`src/rtl/load_store_unit_if.sv`:
```
// load_store_unit_if: datapath request/response and data-memory port bundle of the load/store unit
interface load_store_unit_if;
   logic        req_valid;
   logic        req_ready;
   logic        req_we;
   logic [1:0]  req_size;
   logic        req_unsigned;
   logic [31:0] req_addr;
   logic [31:0] req_wdata;
   logic        resp_valid;
   logic [31:0] resp_rdata;
   logic        resp_err;
   logic [31:0] mem_addr;
   logic [31:0] mem_wr_data;
   logic [3:0]  mem_wr_sel;
   logic [31:0] mem_rd_data;
   // datapath plus memory, as seen from outside the unit
   modport master (
      output req_valid, req_we, req_size, req_unsigned, req_addr, req_wdata, mem_rd_data,
      input  req_ready, resp_valid, resp_rdata, resp_err, mem_addr, mem_wr_data, mem_wr_sel
   );
   // the load/store unit itself
   modport slave (
      input  req_valid, req_we, req_size, req_unsigned, req_addr, req_wdata, mem_rd_data,
      output req_ready, resp_valid, resp_rdata, resp_err, mem_addr, mem_wr_data, mem_wr_sel
   );
endinterface

```
`src/rtl/load_store_unit.sv`:
```
// load_store_unit: word-aligned data-memory initiator, splits misaligned accesses (MISALIGNED_TRAP_EN traps them instead)
module load_store_unit (
   input  logic             clk,
   input  logic             rst_n,
   load_store_unit_if.slave bus
);
   typedef enum logic [1:0] {IDLE, BEAT0, BEAT1, RESP} state_t;
   state_t      state_q, state_d;
   logic        we_q, we_d, uns_q, uns_d, valid_q, valid_d, err_q, err_d;
   logic [1:0]  size_q, size_d;
   logic [31:0] addr_q, addr_d, wdata_q, wdata_d, lo_q, lo_d, rdata_q, rdata_d;
   logic [31:0] base, maddr, mwdata;
   logic [3:0]  msel;
   logic [2:0]  nbytes;
   logic        spans;
   logic [7:0]  bmask8;
   logic [63:0] wdata64;
   assign nbytes  = size_q == 2'd0 ? 3'd1 : size_q == 2'd1 ? 3'd2 : 3'd4;
   assign spans   = {2'b00, addr_q[1:0]} + {1'b0, nbytes} > 4'd4;
   assign bmask8  = ((8'd1 << nbytes) - 8'd1) << addr_q[1:0];
   assign wdata64 = {32'b0, wdata_q} << {addr_q[1:0], 3'b000};
   assign base    = {addr_q[31:2], 2'b00};
`ifdef MISALIGNED_TRAP_EN
   logic mis;
   assign mis = bus.req_size == 2'd1 ? bus.req_addr[0] : bus.req_size != 2'd0 && bus.req_addr[1:0] != 2'd0;
`endif
   // shift the two captured words down to the access offset, then extend to 32 bits
   function automatic logic [31:0] ext(input logic [63:0] d, input logic [1:0] off, input logic [1:0] sz, input logic u);
      logic [31:0] s;
      s = 32'(d >> {off, 3'b000});
      return sz == 2'd0 ? {{24{s[7] & ~u}}, s[7:0]} : sz == 2'd1 ? {{16{s[15] & ~u}}, s[15:0]} : s;
   endfunction
   // sequencing, memory beat drive and response formation
   always_comb begin
      state_d = state_q;
      we_d    = we_q;
      uns_d   = uns_q;
      size_d  = size_q;
      addr_d  = addr_q;
      wdata_d = wdata_q;
      lo_d    = lo_q;
      rdata_d = rdata_q;
      valid_d = 1'b0;
      err_d   = 1'b0;
      maddr   = 32'h0;
      mwdata  = 32'h0;
      msel    = 4'h0;
      case (state_q)
         IDLE: if (bus.req_valid) begin
            we_d    = bus.req_we;
            uns_d   = bus.req_unsigned;
            size_d  = bus.req_size;
            addr_d  = bus.req_addr;
            wdata_d = bus.req_wdata;
            state_d = BEAT0;
`ifdef MISALIGNED_TRAP_EN
            if (mis) begin
               state_d = RESP;
               valid_d = 1'b1;
               err_d   = 1'b1;
               rdata_d = 32'h0;
            end
`endif
         end
         BEAT0: begin
            maddr = base;
            mwdata = we_q ? wdata64[31:0] : 32'h0;
            msel = we_q ? bmask8[3:0] : 4'h0;
            lo_d = bus.mem_rd_data;
            state_d = spans ? BEAT1 : RESP;
            valid_d = !spans;
            if (!spans) rdata_d = we_q ? 32'h0 : ext({32'h0, bus.mem_rd_data}, addr_q[1:0], size_q, uns_q);
         end
         BEAT1: begin
            maddr = base + 32'd4;
            mwdata = we_q ? wdata64[63:32] : 32'h0;
            msel = we_q ? bmask8[7:4] : 4'h0;
            state_d = RESP;
            valid_d = 1'b1;
            rdata_d = we_q ? 32'h0 : ext({bus.mem_rd_data, lo_q}, addr_q[1:0], size_q, uns_q);
         end
         default: state_d = IDLE;
      endcase
   end
   // state and registered response; reset aborts any access in flight
   always_ff @(posedge clk or negedge rst_n) begin
      if (!rst_n) begin
         state_q <= IDLE;
         we_q    <= 1'b0;
         uns_q   <= 1'b0;
         size_q  <= 2'd0;
         addr_q  <= 32'h0;
         wdata_q <= 32'h0;
         lo_q    <= 32'h0;
         rdata_q <= 32'h0;
         valid_q <= 1'b0;
         err_q   <= 1'b0;
      end else begin
         state_q <= state_d;
         we_q    <= we_d;
         uns_q   <= uns_d;
         size_q  <= size_d;
         addr_q  <= addr_d;
         wdata_q <= wdata_d;
         lo_q    <= lo_d;
         rdata_q <= rdata_d;
         valid_q <= valid_d;
         err_q   <= err_d;
      end
   end
   assign bus.req_ready   = state_q == IDLE;
   assign bus.resp_valid  = valid_q;
   assign bus.resp_rdata  = rdata_q;
   assign bus.resp_err    = err_q;
   assign bus.mem_addr    = maddr;
   assign bus.mem_wr_data = mwdata;
   assign bus.mem_wr_sel  = msel;
endmodule

```
`src/flat_wrapper.sv`:
```
// flat-port wrapper written by rule: the top's interface ports become plain ports
module load_store_unit_flat 
  (clk, rst_n, bus_req_valid, bus_req_we, bus_req_size, bus_req_unsigned, bus_req_addr, bus_req_wdata, bus_mem_rd_data, bus_req_ready, bus_resp_valid, bus_resp_rdata, bus_resp_err, bus_mem_addr, bus_mem_wr_data, bus_mem_wr_sel);
  load_store_unit_if bus_i ();
  input  logic clk;
  input  logic rst_n;
  input wire logic [$bits(bus_i.req_valid)-1:0] bus_req_valid;
  input wire logic [$bits(bus_i.req_we)-1:0] bus_req_we;
  input wire logic [$bits(bus_i.req_size)-1:0] bus_req_size;
  input wire logic [$bits(bus_i.req_unsigned)-1:0] bus_req_unsigned;
  input wire logic [$bits(bus_i.req_addr)-1:0] bus_req_addr;
  input wire logic [$bits(bus_i.req_wdata)-1:0] bus_req_wdata;
  input wire logic [$bits(bus_i.mem_rd_data)-1:0] bus_mem_rd_data;
  output wire logic [$bits(bus_i.req_ready)-1:0] bus_req_ready;
  output wire logic [$bits(bus_i.resp_valid)-1:0] bus_resp_valid;
  output wire logic [$bits(bus_i.resp_rdata)-1:0] bus_resp_rdata;
  output wire logic [$bits(bus_i.resp_err)-1:0] bus_resp_err;
  output wire logic [$bits(bus_i.mem_addr)-1:0] bus_mem_addr;
  output wire logic [$bits(bus_i.mem_wr_data)-1:0] bus_mem_wr_data;
  output wire logic [$bits(bus_i.mem_wr_sel)-1:0] bus_mem_wr_sel;
  assign bus_i.req_valid = bus_req_valid;
  assign bus_i.req_we = bus_req_we;
  assign bus_i.req_size = bus_req_size;
  assign bus_i.req_unsigned = bus_req_unsigned;
  assign bus_i.req_addr = bus_req_addr;
  assign bus_i.req_wdata = bus_req_wdata;
  assign bus_i.mem_rd_data = bus_mem_rd_data;
  assign bus_req_ready = bus_i.req_ready;
  assign bus_resp_valid = bus_i.resp_valid;
  assign bus_resp_rdata = bus_i.resp_rdata;
  assign bus_resp_err = bus_i.resp_err;
  assign bus_mem_addr = bus_i.mem_addr;
  assign bus_mem_wr_data = bus_i.mem_wr_data;
  assign bus_mem_wr_sel = bus_i.mem_wr_sel;
  load_store_unit u_core (.clk(clk), .rst_n(rst_n), .bus(bus_i));
endmodule
```
`config.mk`:
```
export PLATFORM = sky130hd
export DESIGN_NAME = load_store_unit_flat
export DESIGN_NICKNAME = d
export VERILOG_FILES = /design/src/rtl/load_store_unit_if.sv /design/src/rtl/load_store_unit.sv /design/src/flat_wrapper.sv
export SDC_FILE = /design/constraint.sdc
export NUM_CORES = 1
export LEC_CHECK = 0
export BUFFER_PORTS_ARGS = -buffer_cell sky130_fd_sc_hd__buf_2
export CORE_UTILIZATION = 45
export CTS_CLUSTER_SIZE = 12
export DETAILED_ROUTE_END_ITERATION = 8
export GPL_TIMING_DRIVEN = 0
export PLACE_DENSITY = 0.72
export SYNTH_ARGS = -nofsm -noshare
export SYNTH_HDL_FRONTEND = slang
export SYNTH_SLANG_ARGS = --single-unit
```
`constraint.sdc`:
```
create_clock -name clk -period 4.13 [get_ports clk]
set_clock_uncertainty 0.15 [all_clocks]
set_input_delay 0.6195 -clock clk [delete_from_list [all_inputs] [get_ports clk]]
set_output_delay 0.6195 -clock clk [all_outputs]
set_load 0.05 [all_outputs]
```
# ---- After elaboration in Yosys (flattened, before gate mapping)
# Index checks and enable logic that the tools add are counted.
dict set report op_classes {
  n_addsub 3
  order_cmp 1
  eq_ne 5
  shifts 5
  n_mux 21
  n_bitwise 5
  n_reduce_logical 6
}
# operator count
set op_table {}
lappend op_table {{2-to-1 mux 32 bit} 9}
lappend op_table {{one-hot mux 32 bit (2 select lines)} 3}
lappend op_table {{<< shifter 32 x 5 -> 64 bit} 1}
lappend op_table {{right shift 64 x 5 -> 32 bit} 1}
lappend op_table {{adder 32 x 3 -> 32 bit (second input constant)} 1}
lappend op_table {{right shift 32 x 5 -> 32 bit} 1}
lappend op_table {{2-to-1 mux 4 bit} 2}
lappend op_table {{one-hot mux 4 bit (2 select lines)} 1}
lappend op_table {{<< shifter 1 x 3 -> 8 bit (first input constant)} 1}
lappend op_table {{<< shifter 8 x 2 -> 8 bit} 1}
lappend op_table {{subtractor 8 x 1 -> 8 bit (second input constant)} 1}
lappend op_table {{2-to-1 mux 3 bit} 2}
lappend op_table {{one-hot mux 2 bit (3 select lines)} 1}
lappend op_table {{adder 2 x 3 -> 4 bit} 1}
lappend op_table {{AND 1 bit} 4}
lappend op_table {{equality test 2 x 1 -> 1 bit (second input constant)} 2}
lappend op_table {{greater-than comparator 4 x 3 -> 1 bit (second input constant)} 1}
lappend op_table {{zero test 2 bit} 2}
lappend op_table {{inequality test 2 bit (second input constant)} 2}
lappend op_table {{AND reduction 2 bit} 2}
lappend op_table {{equality test 2 bit (second input constant)} 1}
lappend op_table {{2-to-1 mux 2 bit} 1}
lappend op_table {{one-hot mux 1 bit (2 select lines)} 1}
lappend op_table {{nonzero test 2 bit} 1}
lappend op_table {{other kinds (3)} 3}
dict set report word_totals {
  reg_bits 135
  inputBits 103
  elab_cells 55
}

# ---- Logic depth before layout (Yosys ltp)
dict set report logic_depth {
  word_depth 8
  mapped_depth 14
  ltp_nobuf 8
}

# ---- Worst setup path before layout
# OpenSTA, ideal clock, no wires.
dict set report synth_timing {
  path_type {flip-flop to output port}
  startpoint {register u_core.state_q[0]}
  endpoint {output port bus_mem_addr[25]}
  t_arrival_ps 3080
  required_time_ps 3360
  setup_slack_ps 281
  path_stages_with_launch 7
  path_buffers 2
  cell_sequence {dfrtp_1 inv_1 ha_1 clkbuf_1 nand2_1 clkbuf_1 o41ai_1}
}
dict set report synth_between {
  elab_chain_cells 2
}
# element line
set synth_rtl {}
lappend synth_rtl {{from (decl)} load_store_unit.sv:8} ;# state_t state_q, state_d;
lappend synth_rtl {{from (signal assigned)} load_store_unit.sv:99} ;# state_q <= state_d;
lappend synth_rtl {{equality test 2 bit / equality test 2 x 1 -> 1 bit (equally long branches)} load_store_unit.sv:48} ;# case (state_q)
lappend synth_rtl {{one-hot mux 32 bit (2 select lines) *} load_store_unit.sv:48}
lappend synth_rtl {{to (decl)} flat_wrapper.sv:18} ;# output wire logic [$bits(bus_i.mem_addr)-1:0] bus_mem_addr;
# Mark *: on every way between the ends. The rest lies on a longest branch, timed or not.

# ---- Worst setup path after layout
dict set report layout_timing {
  startpoint {register u_core.addr_q[1]}
  endpoint {output port bus_mem_wr_data[28]}
}
dict set report layout_between {
  elab_chain_cells 3
}
# element line
set layout_rtl {}
lappend layout_rtl {{from (decl)} load_store_unit.sv:11} ;# logic [31:0] addr_q, addr_d, wdata_q, wdata_d, lo_q, lo_d, rdata_q, rdata_d;
lappend layout_rtl {{from (signal assigned)} load_store_unit.sv:103} ;# addr_q <= addr_d;
lappend layout_rtl {{<< shifter 32 x 5 -> 64 bit *} load_store_unit.sv:21} ;# assign wdata64 = {32'b0, wdata_q} << {addr_q[1:0], 3'b000};
lappend layout_rtl {{2-to-1 mux 32 bit, on equally long branches} {load_store_unit.sv:76, load_store_unit.sv:67}}
lappend layout_rtl {{one-hot mux 32 bit (2 select lines) *} load_store_unit.sv:48}
lappend layout_rtl {{to (decl)} flat_wrapper.sv:19} ;# output wire logic [$bits(bus_i.mem_wr_data)-1:0] bus_mem_wr_data;
# Marked as above.

==> impl_metrics.ini <==
[status]
status = completed

[global_route]
grt_overflow = 0
antenna_found_initial = 0
grt_usage_pct = 29.4
grt_first_pass_wirelength_um = 45000
grt_pass1_vias = 8095
grt_max_degree = 90

[cells_and_area]
instances_no_fill = 1384
fin_nets = 1223
num_antenna_cells = 0
final_area_mm2 = 0.0109
area.growth.synth_to_final_pct = 22.6
drive_gt1_share_pct = 36.4

[die]
die_x_um = 142
core_mm2 = 0.0190
start_util_pct = 46.6
dieArea_mm2 = 0.0202
fp-row-count = 50
fp.dieH_um = 142
ios = 206

[cts]
cts_tree = yes
clkSinkCount = 135
path_clk_slew_ps = 70
root_buffer = clkbuf_16
clk_path_buf_depth = 2
cts_max_level = 4
clkLatencyLatePin_ps = 430
cts_inserted_buffers = 17

[setup_path]
start_kind = register
path_cells = buf_2, clkbuf_2, buf_1, buf_1, nor2_1, nor3_1, buf_2
path_class = reg -> out
critPathArrivalTime_ps = 3300
worst-path-buf-inv = 5
critPathMaxStageDelay_ps = 540
worst-path-max-fanout = 10
path_delay_family = buffers and inverters
cp-end-kind = output pin
cp_data_required_time_ps = 3360
cpMaxStageDelayCell = dfrtp_1

[logic_synthesis]
synth_seq_cells = 135
syn_area_per_cell_um2 = 9.96
yosysMostFrequentCell = dfrtp_1
ys_types = 64
synth_top_cells_by_count = 135 x dfrtp_1, 125 x mux2_2, 81 x nand2_1
synth_ff_type = dfrtp_1
synth_edf_count = 0
syn_inst = 889
synth-seq-area-share_pct = 38.2
synth_top_area_cell = dfrtp_1
ys_top_cells_by_area = dfrtp_1 38%, mux2_2 16%, mux2i_1 5.3%, mux4_2 3.6%, nand2_1 3.4%
ys_warn_count = 0
async_flop_share_pct = 100
synth.cell_area_mm2 = 0.00885
yosysTopAreaCellShare_pct = 38.2

[hold_path]
worstHoldPathType = in -> reg

[sta]
setup_viol = 0
fin_crit_sh_pct = 98.5
fmax_mhz = 246
worst_pin_slew_ps = 977
maxSlewHeadroom_pct = 34.9
hold_viol = 0
finalCriticalPeriod_ps = 4070
slew_violations = 0

[detailed_routing]
avgRoutedWirePerCell_um = 21.0
drc_errors = 0
first_pass_iters = 5
avgViaCountPerCell = 6.06
drtAntennaViolNets = 0
drt_iter0_markers = 687
vias = 8384
drt-total-wl_um = 29100

[pwr]
ir_drop_uv = 497
powerDensity_mw_per_mm2 = 1010
p_leak_nw = 4.99

[placement]
io_buffers = 202
gp_congestion = 0.979
placed_area_mm2 = 0.0102
placed_cells = 1354
hpwl_um = 21400

[job]
max-cap-violations = 0
## cell families (layout without fill, tap and decap cells)
family | count (synthesis) | count (layout) | synth area share, %
AND/OR/NAND/NOR | 242 | 242 | 13.1
AO/OA/AOI/OAI | 221 | 221 | 17.5
multiplexers | 188 | 188 | 25.1
flip-flops | 135 | 135 | 38.2
buffers and inverters | 88 | 321 | 4.30
adder cells (fa/ha/maj) | 8 | 8 | 1.22
XOR/XNOR | 6 | 6 | 0.594
other | 1 | 3 | 0.0424
## through the flow
stage	util (%)	power, mW	setup WS [ps]	setup TNS (ps)	hold slack [ps]
2_1_floorplan	-	7.42	281	0	174
3_3_place_gp	53.6	9.09	-571	-9420	305
3_5_place_dp	53.8	9.21	-694	-12500	312
4_1_cts	57.0	10.8	5.48	0	264
5_1_grt	57.1	11.5	-8.92	-8.92	261
6_report	57.1	10.9	61.4	0	270
## state kept, by name (all words and copies together), names as in the netlist
name                   flops
u_core.uns_q               1
u_core.we_q                1
u_core.lo_q               32
u_core.wdata_q            32
u_core.bus.resp_rdata     32
u_core.bus.resp_valid      1
u_core.state_q             2
u_core.addr_q             32
u_core.size_q              2
## report_power, final
part | internal [mW] | leakage [nW] | total (mW) | switching, mW
Combinational | 2.47 | 3.07 | 6.81 | 4.34
Sequential | 1.97 | 1.63 | 2.55 | 0.581
Clock | 0.927 | 0.283 | 1.55 | 0.628
Total | 5.37 | 4.99 | 10.9 | 5.55
## layout make-up
class                      instances  area [um^2]
fill                            1764         8160
multi-input combinational        668         5120
sequential                       135         3380
timing repair buffer             204         1050
clock buffer                      19          453
buffer                            75          347
tap                              260          325
clock inverter                    12          140
inverter                          11         41.3
## worst register-to-register path: stages, from the launching register on
cell and delay [ps]:
dfrtp_1 320, buf_2 220, buf_1 470, clkbuf_2 380
nor2b_1 130, fa_1 520, nand2b_1 170, a221o_1 340
a21boi_2 230, nor2_1 270, clkbuf_1 440, a32o_1 240
## cell usage in the layout (no fill, tap or decap), types with 21 or more instances in the layout
| cell type | Yosys | layout |
|---|---|---|
| nand2_1 | 81 | 81 |
| a21oi_1 | 48 | 48 |
| mux2_2 | 125 | 125 |
| clkbuf_1 | 40 | 33 |
| and2_1 | 21 | 21 |
| nor2_1 | 50 | 50 |
| buf_2 | 10 | 213 |
| o21ai_0 | 40 | 40 |
| dfrtp_1 | 135 | 135 |
| mux2i_1 | 47 | 47 |
## path summary, 6_finish.rpt
path,from,to,slack (ps),depth (start not counted)
min in group asynchronous,rst_n,u_core.bus.resp_rdata[7]$_DFFE_PN0P_,540,2
min,bus_req_wdata[13],u_core.wdata_q[13]$_DFFE_PN0P_,270,2
max,u_core.addr_q[1]$_DFFE_PN0P_,bus_mem_wr_data[28],60,7
max in group asynchronous,rst_n,u_core.wdata_q[8]$_DFFE_PN0P_,2460,3
min reg2reg,u_core.bus.resp_rdata[3]$_DFFE_PN0P_,u_core.bus.resp_rdata[3]$_DFFE_PN0P_,320,2
max reg2reg,u_core.size_q[1]$_DFFE_PN0P_,u_core.bus.resp_rdata[25]$_DFFE_PN0P_,200,11
## metal layers
| metal | vias to the layer above | share of wire [%] | GRT usage (%) |
|---|---|---|---|
| met5 | - | 0 | 0 |
| met4 | 0 | 3.7 | 13.7 |
| met3 | 90 | 8.5 | 6.43 |
| met2 | 495 | 45 | 45.6 |
| met1 | 4039 | 43 | 39.1 |
| li1 | 3760 | - | - |
## what timing repair did
action / 4_1_cts / 5_1_grt
hold buffers: 1 / 0
hold endpoints to repair: 44 / 0
setup buffers: 0 / 0
setup endpoints to repair: 40 / 48
resized for setup: 6 / 13
No activity file was read; power rests on OpenSTA's default activity.
